## config.mk

```make
export PLATFORM = sky130hd
export DESIGN_NAME = lookup_issuer
export DESIGN_NICKNAME = d
export VERILOG_FILES = /design/src/rtl/lookup_pkg.sv /design/src/rtl/lookup_rsp_fifo.sv /design/src/rtl/lookup_issuer.sv
export SDC_FILE = /design/constraint.sdc
export NUM_CORES = 1
export LEC_CHECK = 0
export ABC_AREA = 1
export CAP_MARGIN = 10
export CORE_MARGIN = 1.5
export CORE_UTILIZATION = 40
export CTS_BUF_LIST = sky130_fd_sc_hd__clkbuf_16
export DETAILED_ROUTE_END_ITERATION = 7
export REMOVE_ABC_BUFFERS = 1
export SLEW_MARGIN = 20
export SYNTH_ARGS = -nofsm -noshare
export SYNTH_HDL_FRONTEND = slang
export SYNTH_HIERARCHICAL = 1
export SYNTH_SLANG_ARGS = --single-unit
```

## constraint.sdc

```tcl
create_clock -name CLK -period 2.3 [get_ports CLK]
set_input_delay 0.46 -clock CLK [delete_from_list [all_inputs] [get_ports CLK]]
set_output_delay 0.46 -clock CLK [all_outputs]
set_load 0.005 [all_outputs]
```

## src/rtl/lookup_pkg.sv

```systemverilog
// Shared widths and record types for the lookup issuer and its response FIFO.
package lookup_pkg;
  localparam int LUT_ADDR_W = 8;
  localparam int LUT_DATA_W = 32;

  typedef struct packed {
    logic [LUT_ADDR_W-1:0] addr;
    logic [LUT_DATA_W-1:0] data;
  } lut_rsp_t;

  typedef struct packed {
    logic                  valid;
    logic [LUT_ADDR_W-1:0] addr;
  } lut_tag_t;
endpackage

```

## src/rtl/lookup_rsp_fifo.sv

```systemverilog
// First-word-fall-through response FIFO; the head reads as zero while empty.
module lookup_rsp_fifo
  import lookup_pkg::*;
#(
  parameter int  DEPTH = 4,
  localparam int PTR_W = $clog2(DEPTH),
  localparam int CNT_W = PTR_W + 1
) (
  input  logic             clk_i,
  input  logic             rst_ni,
  input  logic             push_i,
  input  lut_rsp_t         push_data_i,
  input  logic             pop_i,
  output lut_rsp_t         head_o,
  output logic             valid_o,
  output logic [CNT_W-1:0] count_o
);

  lut_rsp_t         mem_q [DEPTH];
  logic [PTR_W-1:0] wr_ptr_q;
  logic [PTR_W-1:0] rd_ptr_q;
  logic [CNT_W-1:0] count_q;
  logic             do_pop;

  assign valid_o = (count_q != '0);
  assign do_pop  = pop_i && valid_o;
  assign head_o  = valid_o ? mem_q[rd_ptr_q] : '0;
  assign count_o = count_q;

  always_ff @(posedge clk_i) begin
    if (push_i) mem_q[wr_ptr_q] <= push_data_i;
  end

  // DEPTH is a power of two, so the pointers wrap on their own.
  always_ff @(posedge clk_i or negedge rst_ni) begin
    if (!rst_ni) begin
      wr_ptr_q <= '0;
      rd_ptr_q <= '0;
      count_q  <= '0;
    end else begin
      if (push_i) wr_ptr_q <= wr_ptr_q + 1'b1;
      if (do_pop) rd_ptr_q <= rd_ptr_q + 1'b1;
      case ({push_i, do_pop})
        2'b10:   count_q <= count_q + 1'b1;
        2'b01:   count_q <= count_q - 1'b1;
        default: count_q <= count_q;
      endcase
    end
  end

  a_no_overflow: assert property (@(posedge clk_i) disable iff (!rst_ni)
    !(push_i && (count_q == CNT_W'(DEPTH))));

endmodule

```

## src/rtl/lookup_issuer.sv

```systemverilog
// Issues lookups to a fixed-latency device, tracks them with a tag pipeline and
// collects the responses in a credit-protected FIFO.
module lookup_issuer
  import lookup_pkg::*;
#(
  parameter int LATENCY   = 1,
  parameter int RSP_DEPTH = 4
) (
  input  logic                  CLK,
  input  logic                  RESET_N,
  input  logic                  cmd_valid,
  input  logic [LUT_ADDR_W-1:0] cmd_addr,
  output logic                  cmd_ready,
  output logic [LUT_ADDR_W-1:0] TIE_lut_Out,
  output logic                  TIE_lut_Out_Req,
  input  logic                  TIE_lut_Rdy,
  input  logic [LUT_DATA_W-1:0] TIE_lut_In,
  output logic                  rsp_valid,
  output logic [LUT_ADDR_W-1:0] rsp_addr,
  output logic [LUT_DATA_W-1:0] rsp_data,
  input  logic                  rsp_ready,
  output logic [15:0]           req_count
);

  localparam int CNT_W = $clog2(RSP_DEPTH) + 1;
  localparam int OCC_W = 6;

  lut_tag_t         tag_q [LATENCY];
  lut_tag_t         tag_d;
  logic             issue;
  logic [OCC_W-1:0] inflight;
  logic [OCC_W-1:0] occupancy;
  logic [CNT_W-1:0] fifo_count;
  lut_rsp_t         capture;
  lut_rsp_t         head;
  logic [15:0]      req_count_q;

  always_comb begin
    inflight = '0;
    for (int i = 0; i < LATENCY; i++) inflight = inflight + OCC_W'(tag_q[i].valid);
  end

  // Credit counts every tag still travelling, so a capture always finds room.
  assign occupancy       = inflight + OCC_W'(fifo_count);
  assign cmd_ready       = RESET_N && TIE_lut_Rdy && (occupancy < OCC_W'(RSP_DEPTH));
  assign issue           = cmd_valid && cmd_ready;
  assign TIE_lut_Out_Req = issue;
  assign TIE_lut_Out     = issue ? cmd_addr : '0;

  always_comb begin
    tag_d       = '0;
    tag_d.valid = issue;
    tag_d.addr  = issue ? cmd_addr : '0;
  end

  always_ff @(posedge CLK or negedge RESET_N) begin
    if (!RESET_N) begin
      for (int i = 0; i < LATENCY; i++) tag_q[i] <= '0;
    end else begin
      tag_q[0] <= tag_d;
      for (int i = 1; i < LATENCY; i++) tag_q[i] <= tag_q[i-1];
    end
  end

  always_ff @(posedge CLK or negedge RESET_N) begin
    if (!RESET_N) begin
      req_count_q <= '0;
    end else if (issue && (req_count_q != 16'hFFFF)) begin
      req_count_q <= req_count_q + 16'd1;
    end
  end

  assign capture.addr = tag_q[LATENCY-1].addr;
  assign capture.data = TIE_lut_In;

  lookup_rsp_fifo #(.DEPTH(RSP_DEPTH)) u_rsp_fifo (
    .clk_i       (CLK),
    .rst_ni      (RESET_N),
    .push_i      (tag_q[LATENCY-1].valid),
    .push_data_i (capture),
    .pop_i       (rsp_ready),
    .head_o      (head),
    .valid_o     (rsp_valid),
    .count_o     (fifo_count)
  );

  assign rsp_addr  = head.addr;
  assign rsp_data  = head.data;
  assign req_count = req_count_q;

endmodule

```

======== Word-level counts from Yosys, hierarchy flattened ========
Memories as Yosys holds them, arrays and structs flattened.
Index checks and enable logic that the tools add are counted.
operators by class
  $add $sub $neg .......................... 6
  order comparisons ....................... 1
  eq/ne operators ......................... 3
  muxes and demuxes ....................... 5
  reductions and logical operators ........ 7
operator list
  cell                     number
  $mux W40                 1
  $add A16 B1 Y16 const B  1
  $ne A16 B16 Y1 const B   1
  $mux W8                  1
  $pmux W3 S2              1
  $logic_and A1 B1 Y1      5
  $add A1 B3 Y4            1
  $add A2 B1 Y2 const B    2
  $lt A4 B3 Y1 const B     1
  $add A3 B1 Y3 const B    1
  $reduce_bool A3 Y1       1
  $sub A3 B1 Y3 const B    1
  $eq A2 B1 Y1 const B     1
  $eq A2 B2 Y1 const B     1
  $mux W1                  2
  $reduce_bool A2 Y1       1
storage, ports and cells
  register bits ........................... 32
  RAM bits ................................ 160
  input bits .............................. 45
  output and inout bits ................... 67
  logic and storage cells ................. 29
  memories kept ........................... 1
memory list
  name              words  width  read ports  clocked after memory_dff  write ports  RTL line               text
  u_rsp_fifo.mem_q  4      40     1           0                         1            lookup_rsp_fifo.sv:19  lut_rsp_t mem_q [DEPTH];

======== Logic depth before layout (Yosys ltp) ========
Gate-level depths: netlist of the first run.
  word-level depth ........................ 5
  depth in mapped cells ................... 12
  depth with buffers taken out ............ 12

======== Cells and area by module ========
The synthesis of the first run kept the hierarchy.
by module, submodules not included
  module           instances  cells an instance  area an instance (µm²)  sequential area each (µm²)
  lookup_rsp_fifo  1          685                7,302.0                 4,979.8
  lookup_issuer    1          183                1,320.0                 625.6

======== Least setup slack after synthesis of the first run ========
Ideal clock, no wire load.
  path type ............................... reg-to-reg
  from .................................... register u_rsp_fifo.wr_ptr_q[0]
  to ...................................... memory u_rsp_fifo/mem_q[2][0] (netlist bit) (enable)
  arrival ................................. 1,453 ps
  required time ........................... 1,905 ps
  path slack .............................. 452 ps
  cell stages (with the launch flop) ...... 5
  clock period less this slack ............ 1,848 ps
  cells stage by stage .................... dfrtp_1 > inv_1 > ha_1 > nand2_1 > inv_1
RTL lines
  item                      RTL line               text
  start: declaration        lookup_rsp_fifo.sv:20  logic [PTR_W-1:0] wr_ptr_q;
  start signal: assignment  lookup_rsp_fifo.sv:41  if (push_i) wr_ptr_q <= wr_ptr_q + 1'b1;
  end: declaration          lookup_rsp_fifo.sv:19
No word-level cell before the write port.

======== Worst setup path in the final report of the first run ========
  from .................................... register u_rsp_fifo.rd_ptr_q[0]
  to ...................................... output rsp_data[18]
on the way
  word-level cells in the longest chain between the ends .. 2
ends and longest elaborated chain
  item                      RTL line               text
  start: declaration        lookup_rsp_fifo.sv:21  logic [PTR_W-1:0] rd_ptr_q;
  start signal: assignment  lookup_rsp_fifo.sv:42  if (do_pop) rd_ptr_q <= rd_ptr_q + 1'b1;
  $mem_v2 Z4 W40            n/a
  $mux W40                  lookup_rsp_fifo.sv:27  assign head_o = valid_o ? mem_q[rd_ptr_q] : '0;
  end: declaration          lookup_issuer.sv:20    output logic [LUT_DATA_W-1:0] rsp_data,
Every way passes these cells.

==> results of run 1 <==
[state kept, by name, summed over array words and instances, names as in the netlist]
name and flops:
u_rsp_fifo/count_o 3, u_rsp_fifo/wr_ptr_q 2, u_rsp_fifo/rd_ptr_q 2, u_rsp_fifo/mem_q 160, req_count 16, capture 8, tag_q 1
[cell families (layout without fill, tap and decap cells)]
group	count (synthesis)	after routing	synth area share, %
DFF	192	192	65.01
AOI/OAI and AO/OA	51	51	3.134
buffers and inverters	238	388	12.04
xor gates and xnor gates	8	8	0.8127
adders and majority gates	7	7	1.103
and+or+nand+nor	372	372	17.89
[per-stage QoR]
step	total power [µW]	setup slack (ns)	utilization, %	hold slack [ns]
floorplan	6183	-0.9980	-	0.1644
global placement	8565	-0.1944	48.13	0.4714
detailed placement	8606	-0.2115	48.13	0.4741
CTS	11210	-0.1529	51.15	0.1101
global route	12120	-0.08219	51.60	0.1274
finish	11390	0.04322	51.60	0.09190
[area by class of cell]
type	instances	area [µm²]	share of cell area, %
clock buffers	17	425.4	3.910
inverters	203	772.0	7.095
flip-flops and latches	192	5608	51.54
well taps	275	344.1	3.162
clock inverters	15	133.9	1.230
repair buffers	153	1544	14.19
multi-input cells	438	2053	18.87
[repair_timing]
item                       4_1_cts  5_1_grt
pin swaps                        0        1
resized for setup               73       35
cloned                           0        4
setup endpoints to repair       49       20
buffers inserted                 6        2
[placed cells by master (no fill, tap or decap), types with 8 or more instances in the layout]
cell type,n
edfxtp_1,160
clkbuf_2,11
nor2_1,20
o21ai_0,11
buf_12,10
nand2_1,247
dlygate4sd2_1,32
buf_4,22
dfrtp_1,30
clkbuf_16,20
a21oi_1,20
inv_1,194
clkdlybuf4s50_1,61
inv_2,8
a21oi_2,20
nand3_1,88
[cell usage after synthesis (2+ instances only)]
library cell  instances
a21oi_1              36
a21oi_2               4
buf_2                16
buf_4                 4
buf_6                 9
clkbuf_1              2
clkbuf_8              3
dfrtp_1              32
edfxtp_1            160
ha_1                  6
inv_1               199
inv_2                 3
nand2_1             247
nand3_1              88
nand3_2               2
nand3b_1              2
nand4_1               4
nor2_1               26
o21ai_0              11
xnor2_1               2
xor2_1                6
[report_power, final]
part | leakage (µW) | switching [µW] | internal [µW] | total [µW]
clock network | 0.000277 | 1260 | 1500 | 2770
logic | 0.00281 | 2430 | 1980 | 4410
registers | 0.00187 | 185 | 4020 | 4210
total | 0.00495 | 3880 | 7510 | 11400
[worst max-delay path: stages (launching register included)]
cell,delay [ns]
dfrtp_2,0.45
inv_4,0.13
buf_12,0.18
buf_8,0.16
nand2_1,0.06
nand3_1,0.07
a21oi_1,0.07
dlygate4sd2_1,0.26
[path summary, 6_finish.rpt]
path / end / slack (ns) / depth (start not counted)
max in group asynchronous: u_rsp_fifo/rd_ptr_q[1] / 1.85 / 2
worst max register to register: u_rsp_fifo/count_o[1] / 0.48 / 8
worst min-delay path: capture[33] / 0.09 / 2
worst max-delay path: rsp_data[18] / 0.04 / 7
worst min register to register: u_rsp_fifo/mem_q[1][34] / 0.49 / 0
min in group CLK: u_rsp_fifo/mem_q[1][34] / 0.49 / 0
[routing by layer]
metal / vias to the layer above / share of wire, % / GRT usage, %
li1: 2994 / - / -
met1: 2743 / 44 / 21.18
met2: 144 / 48 / 29.52
met3: 23 / 6.0 / 3.963
met4: 0 / 1.6 / 5.490
met5: - / 0 / 0
==> flow_summary.toml, run 1 <==
[worst_setup_path]
crit_start = "u_rsp_fifo/rd_ptr_q[0]"
regToRegStartpoint = "u_rsp_fifo/count_o[1]"
worstPathRequired_ns = 1.84
worst-setup-path-type = "reg -> out"
crit_path_end_kind = "output port"
critPathArrivalTime_ns = 1.80
critPathMaxFanout = 22
start_kind = "flop"

[layout]
final_nets = 1057
area_growth_pct = 26.19
drive_above_1_share_pct = 12.38
diodes = 0
fillers = 1886
finalNonFillerCells = 1293
post-route-cell-area_mm2 = 0.01088

[global_routing]
grt_pass1_wl_um = 28930
grt_max_degree = 69
overflow = 0
track_usage_pct = 17.11
grt_pass1_vias = 5726
antenna_found_initial = 0

[timing]
tightest_slew_ns = 0.5200
fin_setup_tns_ns = 0
min_period_over_period_pct = 98.12
hold_viol = 0
relSlewSlack_pct = 65.28
rsz0062_at_grt = "yes"
fmax_mhz = 443.1
slew_violations = 0
finClkSkew_ns = 0.009909
final.min_clock_period_ns = 2.257
setup-violations-final = 0

[worst_hold_path]
min_path_type = "in -> async"

[synth]
ys_warn_count = 6
synthesis.area_mm2 = 0.008622
postSynthAreaPerCell_um2 = 9.933
synthDistinctLibCells = 27
syn-instance-count = 868
ys_async_sr_fraction_pct = 16.67
synth_edf_count = 160
synth-seq-area-share_pct = 65.01
synth_area_leaders = "edfxtp_1, nand2_1, dfrtp_1"
synth_top_area_cell = "edfxtp_1"
ys.flop_type = "edfxtp_1"
synth_top_cell_area_share_pct = 55.72
ys_seq_elements = 192

[floorplanning]
die_width_um = 149.8
die_area_mm2 = 0.02244
core-area_mm2 = 0.02109
rows = 53
start_util_pct = 40.89
ios = 112
die_y_um = 149.8

[clock_tree]
hold_buffers = 0
cts_buffer_depth = 2
clock_latency_ns = 0.43
cts_max_level = 4
cts_root_buf = "clkbuf_16"
cts.sinks = 192
cts_buffers = 17
cts_tree = "done"
clk_pin_slew_worst_paths_ns = 0.07

[detailed_routing]
first_pass_iters = 4
wl_per_cell_um = 14.57
drc_errors = 0
via_per_inst = 4.566
routed_wl_um = 18840
via_count = 5904
drt-initial-drc-count = 252
ant_nets = 0

[power_and_ir_drop]
ir_drop_uv = 645.0
powerDensity_mw_per_mm2 = 1047
cellLeakagePower_uw = 0.004955

[status]
run_status = "complete, no violations"

[place]
dp_hpwl_um = 11020
place_area_mm2 = 0.01015
placedCellCount = 1249
gp_congestion = 0.8286
io_buffers = 111

[flow_run]
max-cap-violations = 0
No activity file was read; power rests on OpenSTA's default activity.
==> run 2: changes to the inputs <==
--- a/config.mk
+++ b/config.mk
@@ -10,6 +10,7 @@
 export CORE_MARGIN = 1.5
 export CORE_UTILIZATION = 40
 export CTS_BUF_LIST = sky130_fd_sc_hd__clkbuf_16
+export CTS_CLUSTER_SIZE = 8
 export DETAILED_ROUTE_END_ITERATION = 7
 export REMOVE_ABC_BUFFERS = 1
 export SLEW_MARGIN = 20
==> results of run 2 <==
No change in the layout: final DEF, timing and power equal those of run 1.
==> run 3: changes to the inputs <==
==> constraint.sdc (replaced) <==
create_clock -name CLK -period 2.6 [get_ports CLK]
set_input_delay 0.52 -clock CLK [delete_from_list [all_inputs] [get_ports CLK]]
set_output_delay 0.52 -clock CLK [all_outputs]
set_load 0.005 [all_outputs]
==> run 3 against run 2 <==
Net effect: worst setup slack better by 0.011 ns; via count down 1.2%; sequential share of layout area rose by 0.35 points; clock power decreased by 6%; total power decreased by 11%; register-to-register slack better by 0.34 ns; core utilization decreased by 0.33 points; non-clock buffer count is 15 lower; critical path depth fell by 2; die area stayed put; cell count decreased by 1.2%; count of clock-buffer cells in the layout is the same; critical path type unchanged; critical endpoint is now rsp_data[4].
==> flow_summary.toml, run 3 (synthesized netlist as in run 1, its figures left out) <==
[status]
run_status = "complete, no violations"

[detailed_routing]
ant_nets = 0
first_pass_iters = 4
via_count = 5834
wl_per_cell_um = 13.89
drt-initial-drc-count = 252
routed_wl_um = 17750
highest_layer = "met4"
drc_errors = 0
via_per_inst = 4.565
wl_met2_um = 8517
route.met3.wl_um = 1109
wl_met1_um = 7979

[worst_setup_path]
slowest_stage = "clkdlybuf4s50_1"
crit_path_end_kind = "output port"
worstPathRequired_ns = 2.08
max_stage_delay_ns = 0.52
path_cells = "buf_12, nand2_1, nand3_1, a21oi_2, clkdlybuf4s50_1"
start_kind = "flop"
critPathMaxFanout = 70
critPathArrivalTime_ns = 2.03
cpLargestDelayFamily = "buffers and inverters"
crit_buf_inv = 2
worst-setup-path-type = "reg -> out"

[layout]
final_common_cell = "nand2_1"
layout_common_cells = "nand2_1, inv_1, edfxtp_1, clkdlybuf4s50_1, nand3_1"
drive_above_1_share_pct = 9.671
top_register = "u_rsp_fifo/mem_q"
final_nets = 1042
area_growth_pct = 25.38
diodes = 0
largest_reg_flops = 160
finalNonFillerCells = 1278

[flow_run]
max-cap-violations = 0

[timing]
min_period_over_period_pct = 97.92
relSlewSlack_pct = 70.51
fin_setup_tns_ns = 0
hold_viol = 0
tightest_slew_ns = 0.4423
final.min_clock_period_ns = 2.546
slew_violations = 0
setup-violations-final = 0
fmax_mhz = 392.8
rsz0062_at_grt = "yes"
finClkSkew_ns = 0.01243

[clock_tree]
cts_buffer_depth = 2
cts.sinks = 192
clock_latency_ns = 0.43
cts_buffers = 17
cts_max_level = 4
cts_tree = "done"
cts_root_buf = "clkbuf_16"
hold_buffers = 0
clk_pin_slew_worst_paths_ns = 0.07

[floorplanning]
die_area_mm2 = 0.02244
core-area_mm2 = 0.02109
start_util_pct = 40.89
die_y_um = 149.8
rows = 53
ios = 112
die_width_um = 149.8

[power_and_ir_drop]
cellLeakagePower_uw = 0.004878
ir_drop_uv = 551.6
powerDensity_mw_per_mm2 = 936.8

[global_routing]
track_usage_pct = 16.91
grt_pass1_vias = 5557
grt_max_degree = 71
overflow = 0
antenna_found_initial = 0
grt_pass1_wl_um = 28440

[worst_hold_path]
min_path_type = "in -> async"

[place]
gp_congestion = 0.8371
dp_hpwl_um = 10940
io_buffers = 111
placedCellCount = 1244
-- run 3: worst register-to-register path, cell delays in order (launching register included) --
cell and delay (ns):
dfrtp_1 0.38, inv_1 0.10, nand3_4 0.12, nand2_1 0.11
inv_1 0.07, ha_1 0.16, inv_1 0.07, fa_1 0.40
nand2_1 0.10, nand3_1 0.07, nand2_1 0.06, nand2_1 0.04
-- run 3: metal layers --
layer / GRT usage, % / vias up
li1: - / 2966
met1: 21.57 / 2722
met2: 28.37 / 134
met3: 4.634 / 12
met4: 4.461 / 0
met5: 0 / -
-- run 3: where the power goes --
group          switching [µW]  internal [µW]
Sequential                160           3560
Combinational            2010           1820
Clock                    1210           1380
-- run 3: metrics by stage --
step	setup WS (ns)	hold slack, ns	instance area (µm²)	total power (µW)	util (%)
finish	0.05418	0.1448	10810	10130	51.26
global route	-0.07839	0.1763	10810	10780	51.26
CTS	0.007766	0.1537	10710	10180	50.80
detailed placement	0.01021	0.4776	10090	7558	47.83
global placement	-0.02360	0.4689	10090	7514	47.83
floorplan	-0.7580	0.2244	8347	5470	-
-- run 3: final timing paths --
check / from / to / slack (ns) / cells past startpoint
worst max register to register: u_rsp_fifo/count_o[1] / u_rsp_fifo/count_o[2] / 0.82 / 11
worst min register to register: capture[36] / u_rsp_fifo/mem_q[1][36] / 0.49 / 0
worst max-delay path: u_rsp_fifo/rd_ptr_q[0] / rsp_data[4] / 0.05 / 5
max in group asynchronous: RESET_N / u_rsp_fifo/rd_ptr_q[1] / 2.12 / 2
min in group CLK: capture[36] / u_rsp_fifo/mem_q[1][36] / 0.49 / 0
worst min-delay path: RESET_N / req_count[13] / 0.14 / 2
-- run 3: final cells by class --
class / count / area, µm²
clock buffers: 17 / 425.4
inverters: 203 / 774.5
clock inverters: 15 / 170.2
well taps: 275 / 344.1
multi-input cells: 438 / 2043
flip-flops and latches: 192 / 5609
repair buffers: 138 / 1444
fillers: 1866 / 10280
-- run 3: what timing repair did --
action,CTS,global route
buffers inserted,1,1
endpoints found under the setup margin,35,39
gates cloned,0,0
resized for setup,7,29
